### config.mk
export PLATFORM = sky130hd
export DESIGN_NAME = ld_use_hazard_ctrl
export DESIGN_NICKNAME = d
export VERILOG_FILES = /design/src/rtl/ld_use_hazard_ctrl.sv
export SDC_FILE = /design/constraint.sdc
export NUM_CORES = 1
export LEC_CHECK = 0
export ABC_CLOCK_PERIOD_IN_PS = 1620
export CAP_MARGIN = 10
export CORE_UTILIZATION = 39
export CTS_BUF_LIST = sky130_fd_sc_hd__clkbuf_8
export CTS_CLUSTER_SIZE = 40
export DETAILED_ROUTE_END_ITERATION = 10
export PLACE_DENSITY_LB_ADDON = 0.05
export SYNTH_ARGS = -nofsm -noshare
export SYNTH_HDL_FRONTEND = slang
export SYNTH_SLANG_ARGS = --single-unit
### constraint.sdc
create_clock -name clk -period 1.62 [get_ports clk]
set_input_delay 0.243 -clock clk [delete_from_list [all_inputs] [get_ports clk]]
set_output_delay 0.243 -clock clk [all_outputs]
set_load 0.02 [all_outputs]
### src/rtl/ld_use_hazard_ctrl.sv
// ld_use_hazard_ctrl: load-use stall, EX forwarding selects, DM redirect and memory-wait freeze control.
module ld_use_hazard_ctrl #(
  parameter int WAIT_MAX = 15,
  parameter int CNT_W    = 16
) (
  input  logic             clk,
  input  logic             rst,
  input  logic [4:0]       id_rs,
  input  logic [4:0]       id_rt,
  input  logic             id_use_rs,
  input  logic             id_use_rt,
  input  logic [4:0]       ex_rs,
  input  logic [4:0]       ex_rt,
  input  logic             ex_memread,
  input  logic [4:0]       ex_rd,
  input  logic             mem_regwrite,
  input  logic [4:0]       mem_rd,
  input  logic             mem_access,
  input  logic             dm_ready,
  input  logic             wb_regwrite,
  input  logic [4:0]       wb_rd,
  output logic             pc_hold,
  output logic             ifid_hold,
  output logic             idex_bubble,
  output logic             pipe_freeze,
  output logic [1:0]       fwd_a,
  output logic [1:0]       fwd_b,
  output logic             redir_dm,
  output logic             dm_timeout,
  output logic [CNT_W-1:0] stall_cnt
);
  localparam int WW = $clog2(WAIT_MAX + 1);
  typedef enum logic {RUN, MEM_WAIT} state_t;
  state_t state, state_nxt;
  logic [WW-1:0] wait_cnt, wait_nxt;
  logic lu, freeze, mem_a, mem_b, wb_a, wb_b;
  always_comb begin
    lu = ex_memread && ex_rd != 5'd0 &&
         ((id_use_rs && id_rs == ex_rd) || (id_use_rt && id_rt == ex_rd));
    freeze = mem_access && !dm_ready;
    pipe_freeze = freeze;
    pc_hold = freeze || lu;
    ifid_hold = freeze || lu;
    idex_bubble = lu && !freeze;
    mem_a = mem_regwrite && mem_rd != 5'd0 && mem_rd == ex_rs;
    mem_b = mem_regwrite && mem_rd != 5'd0 && mem_rd == ex_rt;
    wb_a = wb_regwrite && wb_rd != 5'd0 && wb_rd == ex_rs;
    wb_b = wb_regwrite && wb_rd != 5'd0 && wb_rd == ex_rt;
    fwd_a = mem_a ? 2'b01 : wb_a ? 2'b10 : 2'b00;
    fwd_b = mem_b ? 2'b01 : wb_b ? 2'b10 : 2'b00;
    state_nxt = (state == RUN) ? (freeze ? MEM_WAIT : RUN) : (dm_ready ? RUN : MEM_WAIT);
    wait_nxt = (state == RUN) ? '0 :
               (!dm_ready && wait_cnt != WW'(WAIT_MAX)) ? wait_cnt + 1'b1 : wait_cnt;
  end
  // redir_dm follows the accepted bubble and holds while frozen
  always_ff @(posedge clk or posedge rst) begin
    if (rst) begin
      state <= RUN;
      wait_cnt <= '0;
      dm_timeout <= 1'b0;
      redir_dm <= 1'b0;
      stall_cnt <= '0;
    end else begin
      state <= state_nxt;
      wait_cnt <= wait_nxt;
      dm_timeout <= dm_timeout || (state == MEM_WAIT && wait_nxt == WW'(WAIT_MAX));
      redir_dm <= freeze ? redir_dm : lu;
      stall_cnt <= (pc_hold && stall_cnt != '1) ? stall_cnt + 1'b1 : stall_cnt;
    end
  end
endmodule

# Yosys cells after proc, flatten, opt, wreduce, memory -nomap -nowiden
# Index checks and enable logic that the tools add are counted.
# word_totals
elab_cells	48
input_bits	44
output_inout_bits	26
register_bits	23
# classes
addsub	2
n_reduce_logical	23
n_mux	9
eq_ne	9
# op_table
operator	count
$eq A5 B5 Y1	6
$add A16 B1 Y16 const B	1
$ne A16 B16 Y1 const B	1
$logic_and A1 B1 Y1	15
$reduce_bool A5 Y1	3
$mux W2	4
$mux W4	2
$add A4 B1 Y4 const B	1
$eq A4 B4 Y1 const B	1
$ne A4 B4 Y1 const B	1
$logic_or A1 B1 Y1	3
$mux W1	3
$logic_not A1 Y1	2

# Longest topological paths before layout
# Gate-level depths: netlist of the first run.
# depth
depth_word	7
depth_mapped	7
ltp_nobuf	6

# Worst setup path after synthesis of the first run
# Ideal clock, no wire load.
# synth_path
kind	in2out
from	in mem_rd[1]
to	out fwd_a[1]
setup_slack_ps	-389
path_stages	4
t_arrival_ps	1766
path_buffers	0
t_required_ps	1377
cell_sequence	or4_1 -> o21ai_0 -> nor4_1 -> nor4_1
# synth_via
elab_chain_len	4
elab_cells_between_ends	5
classes_between	eq/ne (1); mux (1); reduce/logical (3)
# synth_rtl
element	line	source
from (decl)	17	input logic [4:0] mem_rd,
$reduce_bool A5 Y1	45	mem_a = mem_regwrite && mem_rd != 5'd0 && mem_rd == ex_rs;
$logic_and A1 B1 Y1	45	
$logic_and A1 B1 Y1 (*)	45	
via mem_a	36	logic lu, freeze, mem_a, mem_b, wb_a, wb_b;
$mux W2 (*)	49	fwd_a = mem_a ? 2'b01 : wb_a ? 2'b10 : 2'b00;
to (decl)	26	output logic [1:0] fwd_a,
# Mark *: on every way through the listed nets, which the timed path passes. The rest lies on a longest branch.

# Worst setup path in the final report of the first run
# layout_path
from	in wb_rd[1]
to	out fwd_a[1]
# layout_via
elab_chain_len	5
elab_cells_between_ends	6
classes_between	eq/ne (1); mux (2); reduce/logical (3)
# layout_rtl
element	line	source
from (decl)	21	input logic [4:0] wb_rd,
$reduce_bool A5 Y1	47	wb_a = wb_regwrite && wb_rd != 5'd0 && wb_rd == ex_rs;
$logic_and A1 B1 Y1	47	
$logic_and A1 B1 Y1 (*)	47	
$mux W2 (*) (2 in series)	49	
# Mark *: on every way between the ends. The rest lies on a longest branch, timed or not.

==> results_dict.tcl, run 1 <==
set metrics [dict create \
    max-vdd-ir-drop_uv 1050 \
    wire_per_inst_um 17.0 \
    post_drt_via_cell_ratio 5.10 \
    drc 0 \
    cts_max_level 1 \
    ys.flop_type "dfrtp_1" \
    async_reset_ff_share_pct 100 \
    yosys-top-cells-area "dfrtp_1, xor2_1, xnor2_1" \
    syn_to_final_growth_pct 102 \
    yosys-top-cells-count "xor2_1, dfrtp_1, xnor2_1" \
    dieArea_um2 4210 \
    dp_hpwl_um 3820 \
    grt_max_degree 24 \
    ys_warn_count 0 \
    num_rows 22 \
    cts_tree "built" \
    grt_pass1_vias 1788 \
    cts_buffers 3 \
    synth-adder-area-share_pct 1.62 \
    yosysTopAreaCell "dfrtp_1" \
    cts_buffer_depth 2 \
    critPathRequiredTime_ns 1.38 \
    cpMostUsedCell "buf_6" \
    die_w_um 64.9 \
    syn_avg_cell_area_um2 9.65 \
    fin_total_pwr_mw 2.35 \
    groute.usage.overall_pct 25.9 \
    antenna_left 0 \
    maxCapViolCount 0 \
    num_antenna_cells 0 \
    rsz0062_at_grt "true" \
    worst_hold_slack_ns 0.314 \
    drt_iter0_markers 29 \
    p_leak_nw 1.51 \
    fin_ws_ns -0.227 \
    cts_root_buf "clkbuf_8" \
    finalHoldViolCount 0 \
    synthMuxAreaShare_pct 1.62 \
    slew_headroom_pct 53.1 \
    synth_simple_gate_area_share_pct 24.4 \
    dr.max_layer_used "met4" \
    crit_chain "buf_6 > buf_6 > xor2_1 > or4_4 > nor4_4 > buf_4" \
    synth.ff_latch_count 23 \
    slowest_delay_ns 0.55 \
    p_per_area_nw_per_um2 752 \
    synthCells 160 \
    finalNetCount 327 \
    antenna_found_initial 0 \
    synth_edf_count 0 \
    core_area_um2 3720 \
    slew_violations 0 \
    nFillCells 213 \
    synth_top_family_by_area "XOR/XNOR gates" \
    crit_slowest_cell "or4_4" \
    stdcell_count 328 \
    clkLatencyLatePin_ns 0.27 \
    endpoint_kind "output pin" \
    synth_xor_area_share_pct 26.1 \
    num_io_pins 70 \
    grt_pass1_wl_um 8320 \
    worstSetupPathType "input pin to output pin" \
    syn-cell-area_um2 1540 \
    final-setup-viol-count 15 \
    setup_tns_ns -1.21 \
    max_slew.worst_pin.slew_ns 0.701 \
    grt_overflow 0 \
    yosysTopAreaCellShare_pct 37.3 \
    via_count 1673 \
    path_max_fanout 2 \
    gp_congestion 0.802 \
    drt_pass1_iterations 4 \
    cp.arrival_ns 1.60 \
    wl_met3_um 326 \
    dp_cells 310 \
    synth_nets 206 \
    clk_pin_slew_worst_paths_ns 0.09 \
    met1_length_um 2100 \
    drive_gt1_share_pct 48.6 \
    status "finished with violations" \
    synth_compound_area_share_pct 5.11 \
    start_util_pct 41.5 \
    clock.fmax_mhz 541 \
    synth-seq-area-share_pct 37.3 \
    clock-sinks 23 \
    finClkSkew_ns 0.00651 \
    synth_most_common_cell "xor2_1" \
    violations "negative setup slack" \
    start_kind "input pin" \
    die_y_um 64.9 \
    finalCritPeriodShare_pct 114 \
    wl_met2_um 3000 \
    cp.buffers_inverters 3 \
    synth.distinct_cells 34 \
    period_minus_slack_ns 1.85 \
    path_delay_family "simple AND/OR/NAND/NOR gates" \
    port_buffers 69 \
    hp-class "input pin to asynchronous set/reset pin" \
    wl_um 5570 \
]
[report_power, final]
group | switching [mW] | total, mW | internal (mW)
sequential | 0.0891 | 0.771 | 0.682
combinational | 0.615 | 1.21 | 0.597
clock | 0.190 | 0.364 | 0.174
total | 0.894 | 2.35 | 1.45
[per-stage QoR]
step | utilization, % | area (um^2) | setup WS (ns)
4_1_cts | 77.5 | 2880 | -0.221
5_1_grt | 84.0 | 3120 | -0.275
3_3_place_gp | 69.6 | 2590 | -1.04
6_report | 84.0 | 3120 | -0.227
3_5_place_dp | 69.6 | 2590 | -1.12
2_1_floorplan | - | 1610 | -0.235
[sequential cells by signal, summed over array words and instances, names as in the netlist]
name and count:
dm_timeout 1, redir_dm 1, stall_cnt 16, state 1, wait_cnt 4
[area by class of cell]
class	instances	area [um^2]	share of cell area, %
clock buffers	3	41.3	1.32
clock inverters	1	7.51	0.241
inverters	5	18.8	0.601
multi-input cells	126	1270	40.8
flip-flops and latches	23	581	18.6
well taps	48	60.1	1.92
repair buffers	122	1140	36.5
[final timing paths]
check | from | end | slack (ns) | cells past startpoint
max | wb_rd[1] | fwd_a[1] | -0.23 | 6
min | rst | stall_cnt[10] | 0.31 | 3
max reg2reg | stall_cnt[3] | stall_cnt[5] | -0.04 | 6
min reg2reg | dm_timeout | dm_timeout | 0.48 | 1
max in group asynchronous | rst | stall_cnt[2] | 1.06 | 3
min in group clk | dm_timeout | dm_timeout | 0.48 | 1
[logic make-up after synthesis]
family	after synthesis
buffers and inverters	11
adder cells (fa/ha/maj)	2
multiplexers	2
XOR/XNOR	46
flip-flops	23
AO/OA/AOI/OAI	11
AND/OR/NAND/NOR	65
[metal layers]
| layer | vias to the layer above | track usage (%) |
|---|---|---|
| li1 | 800 | - |
| met1 | 792 | 27.3 |
| met2 | 63 | 48.7 |
| met3 | 18 | 5.63 |
| met4 | 0 | 11.1 |
| met5 | - | 0 |
[worst register-to-register path, stage by stage (launching register included)]
cell and delay (ns):
dfrtp_2 0.41, nand4_1 0.18, nor4_4 0.38, buf_4 0.20
buf_12 0.15, nor4_4 0.06, xor2_1 0.18
[repair_timing]
action,4_1_cts,5_1_grt
pin swaps,37,40
buffers inserted,6,7
hold buffers,0,0
gates cloned,1,0
endpoints found under the setup margin,28,32
gates resized for setup,175,58
[placed cells by master (no fill, tap or decap), types with 3 or more instances in the layout]
master	synthesis	final
xor2_1	28	27
nor4_4	0	11
nand4_1	6	6
or4_4	0	5
nor3_2	0	3
inv_1	5	3
buf_12	0	3
xnor2_2	0	7
buf_4	3	43
dlymetal6s2s_1	0	11
nor2b_1	3	3
clkbuf_8	0	3
clkdlybuf4s50_1	0	10
nand3_1	6	4
nor2_1	5	5
buf_2	0	7
clkbuf_2	0	5
dlygate4sd2_1	0	16
dfrtp_2	0	4
nand2_1	13	12
dfrtp_1	23	19
clkdlybuf4s15_1	0	5
buf_6	1	19
a21oi_1	3	3
xnor2_1	18	11
Power figures use the tool's default switching activity.
==> run 2: changes to the inputs <==
- SKIP_CTS_REPAIR_TIMING: unset -> 1
==> run 2 against run 1 <==
  * The run still ends with negative setup slack left
  * Power rose by 3.4%
  * Critical path depth stayed put
  * Utilization increased by 2.7 points
  * Combinational power increased by 3%
  * Sequential power is 4.4% higher
  * Global-route usage decreased by 2.6 points
  * Worst hold slack better by 0.069 ns
  * Final area increased by 3.2%
  * Die area unchanged
  * Sequential cell count did not move
  * Largest power group unchanged
==> results_dict.tcl, run 2 (synthesis gave the netlist of run 1 again) <==
set metrics [dict create \
    status "finished with violations" \
    violations "negative setup slack" \
    cp.arrival_ns 1.60 \
    start_util_pct 41.5 \
    finalHoldViolCount 0 \
    drive_gt1_share_pct 46.0 \
    finClkSkew_ns 0.00354 \
    cts_buffer_depth 2 \
    syn_to_final_growth_pct 109 \
    endpoint_kind "output pin" \
    place_ws_ns -1.12 \
    p_per_area_nw_per_um2 753 \
    cts_tree "built" \
    die_w_um 64.9 \
    port_buffers 69 \
    clkPwrFrac_pct 15.3 \
    clk_pin_slew_worst_paths_ns 0.08 \
    dp_cells 310 \
    hp-class "input pin to asynchronous set/reset pin" \
    period_minus_slack_ns 1.84 \
    maxCapViolCount 0 \
    largest_reg_flops 16 \
    fin_ws_ns -0.219 \
    slew_headroom_pct 56.6 \
    drt_pass1_iterations 4 \
    rsz0062_at_grt "true" \
    num_rows 22 \
    num_antenna_cells 0 \
    fin_total_pwr_mw 2.43 \
    cts_buffers 3 \
    antenna_left 0 \
    final-setup-viol-count 23 \
    seqPwrFrac_pct 33.1 \
    die_y_um 64.9 \
    num_io_pins 70 \
    finalCritPeriodShare_pct 114 \
    dp_hpwl_um 3820 \
    nFillCells 183 \
    p_leak_nw 1.73 \
    worst_hold_slack_ns 0.383 \
    start_kind "input pin" \
    groute.usage.overall_pct 23.3 \
    dieArea_um2 4210 \
    stdcell_count 326 \
    wire_per_inst_um 18.3 \
    stdcell_area_um2 3220 \
    internal_power_mw 1.50 \
    cts_max_level 1 \
    critPathRequiredTime_ns 1.38 \
    core_area_um2 3720 \
    wl_um 5980 \
    final_common_cell "buf_4" \
    finalNetCount 325 \
    gp_congestion 0.802 \
    grt_pass1_vias 1663 \
    postPlaceCellArea_um2 2590 \
    max_slew.worst_pin.slew_ns 0.650 \
    switching_power_mw 0.930 \
    grt_max_degree 24 \
    clock-sinks 23 \
    path_max_fanout 2 \
    drc 0 \
    clock.fmax_mhz 544 \
    post_drt_via_cell_ratio 5.25 \
    via_count 1713 \
    grt_overflow 0 \
    setup_tns_ns -1.96 \
    combPwrFrac_pct 51.5 \
    switching_share_pct 38.3 \
    cts_root_buf "clkbuf_8" \
    slew_violations 0 \
    grt_pass1_wl_um 7580 \
    reg.largest.list "stall_cnt: 16 flops, wait_cnt: 4 flops" \
    max-vdd-ir-drop_uv 1090 \
    utilization_pct 86.7 \
    clkLatencyLatePin_ns 0.27 \
    antenna_found_initial 0 \
    worstSetupPathType "input pin to output pin" \
    regMostFlops "stall_cnt" \
    drt_iter0_markers 28 \
    layout_common_cells "buf_4, dlymetal6s2s_1, xor2_1" \
]
## run 2: changes by cell type in the layout (fill, tap and decap cells not counted), sizes merged
cell	before	now
clkdlybuf4s50	10	11
dlymetal6s2s	11	38
dlygate4sd2	16	0
clkbuf	8	10
buf	74	64
clkdlybuf4s15	6	0
## run 2: layout make-up
class / instances / area [um^2] / share of cell area, %
multi-input cells: 126 / 1280 / 39.7
repair buffers: 120 / 1230 / 38.3
flip-flops and latches: 23 / 581 / 18.0
well taps: 48 / 60.1 / 1.86
clock buffers: 3 / 41.3 / 1.28
inverters: 5 / 18.8 / 0.583
clock inverters: 1 / 7.51 / 0.233
## run 2: power groups by stage
| stage | sequential (mW) | combinational [mW] | clock, mW |
|---|---|---|---|
| 3_5_place_dp | 0.793 | 0.988 | 0 |
| 4_1_cts | 0.782 | 0.998 | 0.371 |
| 3_3_place_gp | 0.779 | 0.958 | 0 |
| 6_report | 0.805 | 1.25 | 0.372 |
| 5_1_grt | 0.814 | 1.32 | 0.404 |
| 2_1_floorplan | 0.920 | 0.315 | 0 |
## run 2: worst paths after layout
check | start | to | slack [ns] | depth (start not counted)
min | rst | wait_cnt[1] | 0.38 | 3
max in group asynchronous | rst | stall_cnt[2] | 0.99 | 3
max | mem_rd[3] | fwd_b[1] | -0.22 | 6
max reg2reg | stall_cnt[1] | stall_cnt[1] | -0.08 | 6
min in group clk | dm_timeout | dm_timeout | 0.49 | 1
min reg2reg | dm_timeout | dm_timeout | 0.49 | 1
## run 2: worst max-delay path, stage by stage
cell	delay (ns)
buf_6	0.09
or4_4	0.54
o21ai_4	0.20
nor4_4	0.09
nor4_4	0.26
buf_4	0.18
## run 2: metal layers
metal	vias to the layer above	routed length [um]	track usage, %
li1	802	-	-
met1	824	2250	27.0
met2	69	3240	42.8
met3	18	309	3.35
met4	0	179	8.33
met5	-	0	0
==> run 3: changes to the inputs <==
- MAX_ROUTING_LAYER: unset -> met4
==> run 3 against run 2 <==
  * The run still ends with negative setup slack left
  * Register-to-register slack about the same
  * Sequential power about the same
  * First-iteration DRC count increased by 21%
  * Power increased by 0.20%
  * Worst setup slack about the same
  * Clock power increased by 1%
  * Non-clock buffer count unchanged
  * Via count increased by 0.12%
  * Clock-buffer cell count unchanged
  * Sequential share of layout area unchanged
  * Sequential cell count unchanged
  * Critical path type unchanged
  * Largest power group unchanged
==> results_dict.tcl, run 3 (synthesis gave the netlist of run 1 again) <==
set metrics [dict create \
    cp.buffers_inverters 2 \
    clkLatencyLatePin_ns 0.28 \
    cts_buffer_depth 2 \
    hp-class "input pin to asynchronous set/reset pin" \
    wire_per_inst_um 18.4 \
    wl_um 6000 \
    maxCapViolCount 0 \
    seqPwrFrac_pct 33.1 \
    groute.usage.overall_pct 23.9 \
    reg2reg_setup_slack_ns -0.08 \
    start_kind "input pin" \
    via_count 1715 \
    worstSetupPathType "input pin to output pin" \
    cp.arrival_ns 1.60 \
    startpoint "mem_rd[3]" \
    cts_tree "built" \
    gp_congestion 0.814 \
    final_common_cell "buf_4" \
    rr_endpoint "stall_cnt[1]" \
    finalHoldViolCount 0 \
    regMostFlops "stall_cnt" \
    max-vdd-ir-drop_uv 1090 \
    critPathRequiredTime_ns 1.38 \
    cts_buffers 3 \
    grt_pass1_wl_um 7580 \
    violations "negative setup slack" \
    cts_max_level 1 \
    core_area_um2 3720 \
    place_ws_ns -1.12 \
    crit_slowest_cell "or4_4" \
    dp_hpwl_um 3820 \
    p_leak_nw 1.73 \
    drc 0 \
    cpMostUsedCell "nor4_4" \
    drt_pass1_iterations 4 \
    status "finished with violations" \
    clkPwrFrac_pct 15.5 \
    clock.fmax_mhz 544 \
    fin_total_pwr_mw 2.43 \
    post_drt_via_cell_ratio 5.26 \
    switching_power_mw 0.935 \
    crit_chain "buf_6 > or4_4 > o21ai_4 > nor4_4 > nor4_4 > buf_4" \
    reg.largest.list "stall_cnt: 16 flops, wait_cnt: 4 flops" \
    port_buffers 69 \
    finalNetCount 325 \
    combPwrFrac_pct 51.4 \
    grt_max_degree 24 \
    endpoint_kind "output pin" \
    nFillCells 183 \
    antenna_found_initial 0 \
    drt_iter0_markers 34 \
    slew_headroom_pct 56.5 \
    drive_gt1_share_pct 46.0 \
    finalCritPeriodShare_pct 113 \
    syn_to_final_growth_pct 109 \
    num_antenna_cells 0 \
    slew_violations 0 \
    start_util_pct 41.5 \
    cts_root_buf "clkbuf_8" \
    period_minus_slack_ns 1.84 \
    cp_num_cells 6 \
    p_per_area_nw_per_um2 755 \
    cp-endpoint "fwd_b[1]" \
    path_delay_family "simple AND/OR/NAND/NOR gates" \
    internal_power_mw 1.50 \
    die_y_um 64.9 \
    switching_share_pct 38.5 \
    worstRegToRegCells 6 \
    dieArea_um2 4210 \
    fin_ws_ns -0.218 \
    layout_common_cells "buf_4, dlymetal6s2s_1, xor2_1" \
    num_rows 22 \
    largest_reg_flops 16 \
    grt_pass1_vias 1663 \
    clk_pin_slew_worst_paths_ns 0.09 \
    path_max_fanout 2 \
    num_io_pins 70 \
    reg2reg_from "stall_cnt[1]" \
    die_w_um 64.9 \
    clock-sinks 23 \
    slowest_delay_ns 0.54 \
    final-setup-viol-count 23 \
    max_slew.worst_pin.slew_ns 0.652 \
    grt_overflow 0 \
    rsz0062_at_grt "true" \
    antenna_left 0 \
    finClkSkew_ns 0.00796 \
]
==> run 3: cell counts in the layout (fill, tap and decap cells not counted) <==
No cell type changed its count.
==> run 3: cell type report <==
type	count	area [um^2]	share of cell area, %
clock inverter	1	7.51	0.233
inverter	5	18.8	0.583
multi-input combinational	126	1280	39.7
tap	48	60.1	1.86
timing repair buffer	120	1230	38.3
sequential	23	581	18.0
clock buffer	3	41.3	1.28
==> run 3: tightest hold or removal path: cells and delay by family <==
kind	cells	cell delay, ns
buffers and inverters	3	0.80
==> run 3: worst min path at each step <==
stage               depth (start not counted)          end  slack (ns)       start
CTS                                         3   dm_timeout        0.32         rst
global placement                            1   dm_timeout        0.45  dm_timeout
detailed placement                          1   dm_timeout        0.46  dm_timeout
finish                                      3  wait_cnt[1]        0.38         rst
floorplan                                   1   dm_timeout        0.24         rst
global route                                3  wait_cnt[1]        0.40         rst
==> run 3: layer usage <==
metal | global-route usage, % | vias to the layer above | share of wire [%]
li1 | - | 801 | -
met1 | 27.1 | 829 | 37
met2 | 42.7 | 67 | 54
met3 | 3.35 | 18 | 5.2
met4 | 8.33 | 0 | 3.0
met5 | - | - | 0
==> run 3: power by group through the flow <==
stage / Clock (mW) / Sequential (mW) / Combinational [mW]
final: 0.377 / 0.806 / 1.25
after global routing: 0.410 / 0.814 / 1.32
after CTS: 0.371 / 0.782 / 0.998
after detailed placement: 0 / 0.793 / 0.988
after global placement: 0 / 0.779 / 0.958
after floorplan: 0 / 0.920 / 0.315
==> run 3: per-stage QoR <==
stage	hold slack, ns	util, %	instance area (um^2)	setup TNS [ns]	std cells
after global routing	0.399	86.7	3220	-2.71	326
after global placement	0.453	69.6	2590	-16.54	310
after floorplan	0.245	-	1610	-0.861	160
final	0.378	86.7	3220	-1.98	326
after detailed placement	0.459	69.6	2590	-17.81	310
after CTS	0.324	70.9	2640	-12.93	314
==> edit 1 (config.mk and constraints of run 3) <==
Reset style: synchronous (`rst`), changed in one clocked block.
--- a/src/rtl/ld_use_hazard_ctrl.sv
+++ b/src/rtl/ld_use_hazard_ctrl.sv
@@ -53,7 +53,7 @@
                (!dm_ready && wait_cnt != WW'(WAIT_MAX)) ? wait_cnt + 1'b1 : wait_cnt;
   end
   // redir_dm follows the accepted bubble and holds while frozen
-  always_ff @(posedge clk or posedge rst) begin
+  always_ff @(posedge clk) begin
     if (rst) begin
       state <= RUN;
       wait_cnt <= '0;
Behaviour: differs if rst is asserted again (counterexample within 4 cycles, from zero or initial values and one cycle with rst high); with rst held inactive, the same outputs for 10 cycles.
==> edit 1 against run 3 <==
Sequential cell count unchanged; worst setup slack worse by 100 ps; global-route usage down 1.9 points; routed wire length up 0.38%; the flow still finishes with violations (setup timing); core utilization down 2.5 points; synthesized area up 2.3%; highest routed layer unchanged; final area down 1.5%.
Power is not compared: it rests on default switching activity, and its combinational part moved more than twofold at a synthesized area within 25%.
==> edit 1: results <==
[status]
outcome = finished, violations left
violations = setup timing

[detailed_routing]
totalWireLength_um = 6022
drt_iter0_markers = 97
via_count = 2000

[hold_path]
hold_path.class = flop to flop

[timing]
maxSlewHeadroom_pct = 70.04
setup_slack_ps = -320.3
skew_ps = 8.994
setup_viol = 23

[global_routing]
grt_start_max_net_pins = 19
grt_pass1_wl_um = 7245
grt_util_all_layers_pct = 22.06
grt_pass1_vias = 1703

[critical_path]
critical-path-top-delay-family = simple AND/OR/NAND/NOR gates
arrival_ps = 1700
reg2reg_to = stall_cnt[7]
r2r_start = stall_cnt[1]
crit_fanout = 3
crit_path_end = fwd_a[1]
critical_path.max_stage_delay_ps = 450
crit_start = mem_rd[4]
rr_worst_depth = 7

[finish]
drive_above_1_share_pct = 40.19

[clock_network]
cts_made_buffers = 3

[place]
place.gp.congestion = 0.8169
dp_hpwl_um = 3640
preCtsSetupSlack_ps = -1061

[yosys]
synth_adder_area_share_pct = 1.585
synth.area.mux_share_pct = 2.219
synth_compound_area_share_pct = 14.58
synth_common_cells = 23 x dfxtp_1, 17 x xnor2_1, 17 x xor2_1
synth.distinct_cells = 37
synth-xor-area-share_pct = 18.86
ys_async_sr_fraction_pct = 0
avgSynthCellArea_sq_um = 8.267
yosysSeqAreaShare_pct = 29.16
synth_top_cells_by_area = dfxtp_1 29%, xnor2_1 9.4%, xor2_1 9.4%
syn_nets = 237
synthFlopType = dfxtp_1

[power]
seq_cell_power_mw = 0.575
edit 1: metrics by stage:
stage | cell area (sq um) | cells | TNS, ps | hold slack, ps
finish | 3174 | 364 | -3322 | 476.6
global route | 3174 | 364 | -4915 | 523.4
CTS | 2768 | 352 | -13920 | 484.4
detailed placement | 2723 | 348 | -18530 | 460.7
global placement | 2723 | 348 | -18320 | 459.7
floorplan | 1672 | 191 | -1423 | 322.3
edit 1: layer usage:
metal  part of all wire (%)  routed length (um)  up-vias  track usage [%]
li1                       -                   -      948                -
met1                     42                2521      962            27.13
met2                     51                3086       75            36.99
met3                    4.7                 282       15            3.299
met4                    2.2                 131        0            6.522
met5                      0                   0        -                -
edit 1: area by class of cell:
cell class,instances,area [sq um]
tap,48,60.06
fill,217,596.8
clock buffer,3,41.29
sequential,23,479.2
inverter,6,27.53
multi-input combinational,156,1316
timing repair buffer,127,1246
clock inverter,1,3.754
==> edit 2 (config.mk and constraints of run 3) <==
Made on the original files. `WAIT_MAX`: 15 -> 17.
--- a/src/rtl/ld_use_hazard_ctrl.sv
+++ b/src/rtl/ld_use_hazard_ctrl.sv
@@ -1,6 +1,6 @@
 // ld_use_hazard_ctrl: load-use stall, EX forwarding selects, DM redirect and memory-wait freeze control.
 module ld_use_hazard_ctrl #(
-  parameter int WAIT_MAX = 15,
+  parameter int WAIT_MAX = 17,
   parameter int CNT_W    = 16
 ) (
   input  logic             clk,
Behaviour: no difference found for any inputs over 10 cycles, from zero or initial values and one cycle with rst high; that may be too few to reach the edited logic, so the function may still have changed.
==> edit 2 against run 3 <==
The flow still finishes with violations (setup timing); sequential cell count rose by 1; routed wire length down 14%; final area down 5.3%; register-to-register slack got worse by 50 ps; synthesized area increased by 7.3%; non-clock buffer count down 10; core utilization fell by 11 points; cell count fell by 1.5%; worst setup slack got worse by 120 ps; total power fell by 7.7%; largest cell class unchanged; largest power group unchanged; highest routed layer unchanged.
==> edit 2: results <==
[status]
outcome = finished, violations left
violations = setup timing

[place]
dpl.cell_count = 312
dp_hpwl_um = 3697
preCtsSetupSlack_ps = -1069
dpl_cell_area_sq_um = 2673
place.gp.congestion = 0.8130

[finish]
largestRegisters = stall_cnt (16), wait_cnt (5)
multi_input_cells = 128
stdcell_count = 321
ff_latch_area_sq_um = 605.6
final-clk-cell-share_pct = 1.805
buffers = 110
buf_share_pct = 36.59
multi_input_area_sq_um = 1192
fillCellCount = 275
final_util_pct = 75.71
drive_above_1_share_pct = 39.85

[detailed_routing]
drt_iter0_markers = 37
totalWireLength_um = 5142
routedLengthMet1_um = 1864
dr_wl_met3_um = 154
drt-vias-per-instance = 5.031

[timing]
tns_ps = -2522
setup_slack_ps = -333.7
setup_viol = 20
hold_slack_ps = 309.4
skew_ps = 2.214

[critical_path]
r2r_start = stall_cnt[3]
crit_start = mem_rd[2]
crit_path_end = fwd_a[1]
reg2reg_slack_ps = -130

[power]
power.leakage_nw = 1.671
combinationalPower_mw = 1.05
seq_cell_power_mw = 0.786
p_total_mw = 2.245
ir_drop_mv = 0.8331

[yosys]
synth_top_cells_by_area = dfrtp_1 36%, xor2_1 16%, xnor2_1 9.5%
synth_common_cells = 31 x xor2_1, 24 x dfrtp_1, 18 x xnor2_1
yosysSeqAreaShare_pct = 36.25
avgSynthCellArea_sq_um = 10.16
synth.area.mux_share_pct = 1.511
ys_ff_latch = 24
syn_nets = 210
synth_compound_area_share_pct = 3.172
synth-xor-area-share_pct = 25.91
synth.distinct_cells = 32

[floorplan]
num_tap_cells = 50

[global_routing]
grt_start_max_net_pins = 25
grt_pass1_vias = 1643
grt_pass1_wl_um = 7086
## edit 2: changes by cell type after synthesis, moves of 2 or more
cell            run 3  this run
xor2_1             28        31
nor3b_1             2         0
and2_1              1         5
nor3_2              0        10
nand2_1            13        10
and4_1              3         1
nor4_1             10         7
a21oi_1             3         0
nor3_1              5         1
nand4_1             6         9
and3_1              2         0
## edit 2: cell families (layout without fill, tap and decap cells)
group | count (synthesis) | after routing
compound gates | 7 | 7
xor+xnor | 49 | 49
fa+ha+maj | 3 | 3
buf+inv | 11 | 119
flops | 24 | 24
mux | 2 | 2
simple gates | 67 | 67
## edit 2: routing by layer
metal  GRT usage [%]  vias to the layer above
met5               -                        -
met4           9.574                        0
met3           2.534                        5
met2           40.50                       32
met1           22.25                      797
li1                -                      781
## edit 2: worst max-delay path, stage by stage
cell and delay (ps):
buf_6 90, or4_4 550, o21ai_4 210, buf_6 130
nor4_4 40, buf_4 150, nor4_4 120, buf_4 180
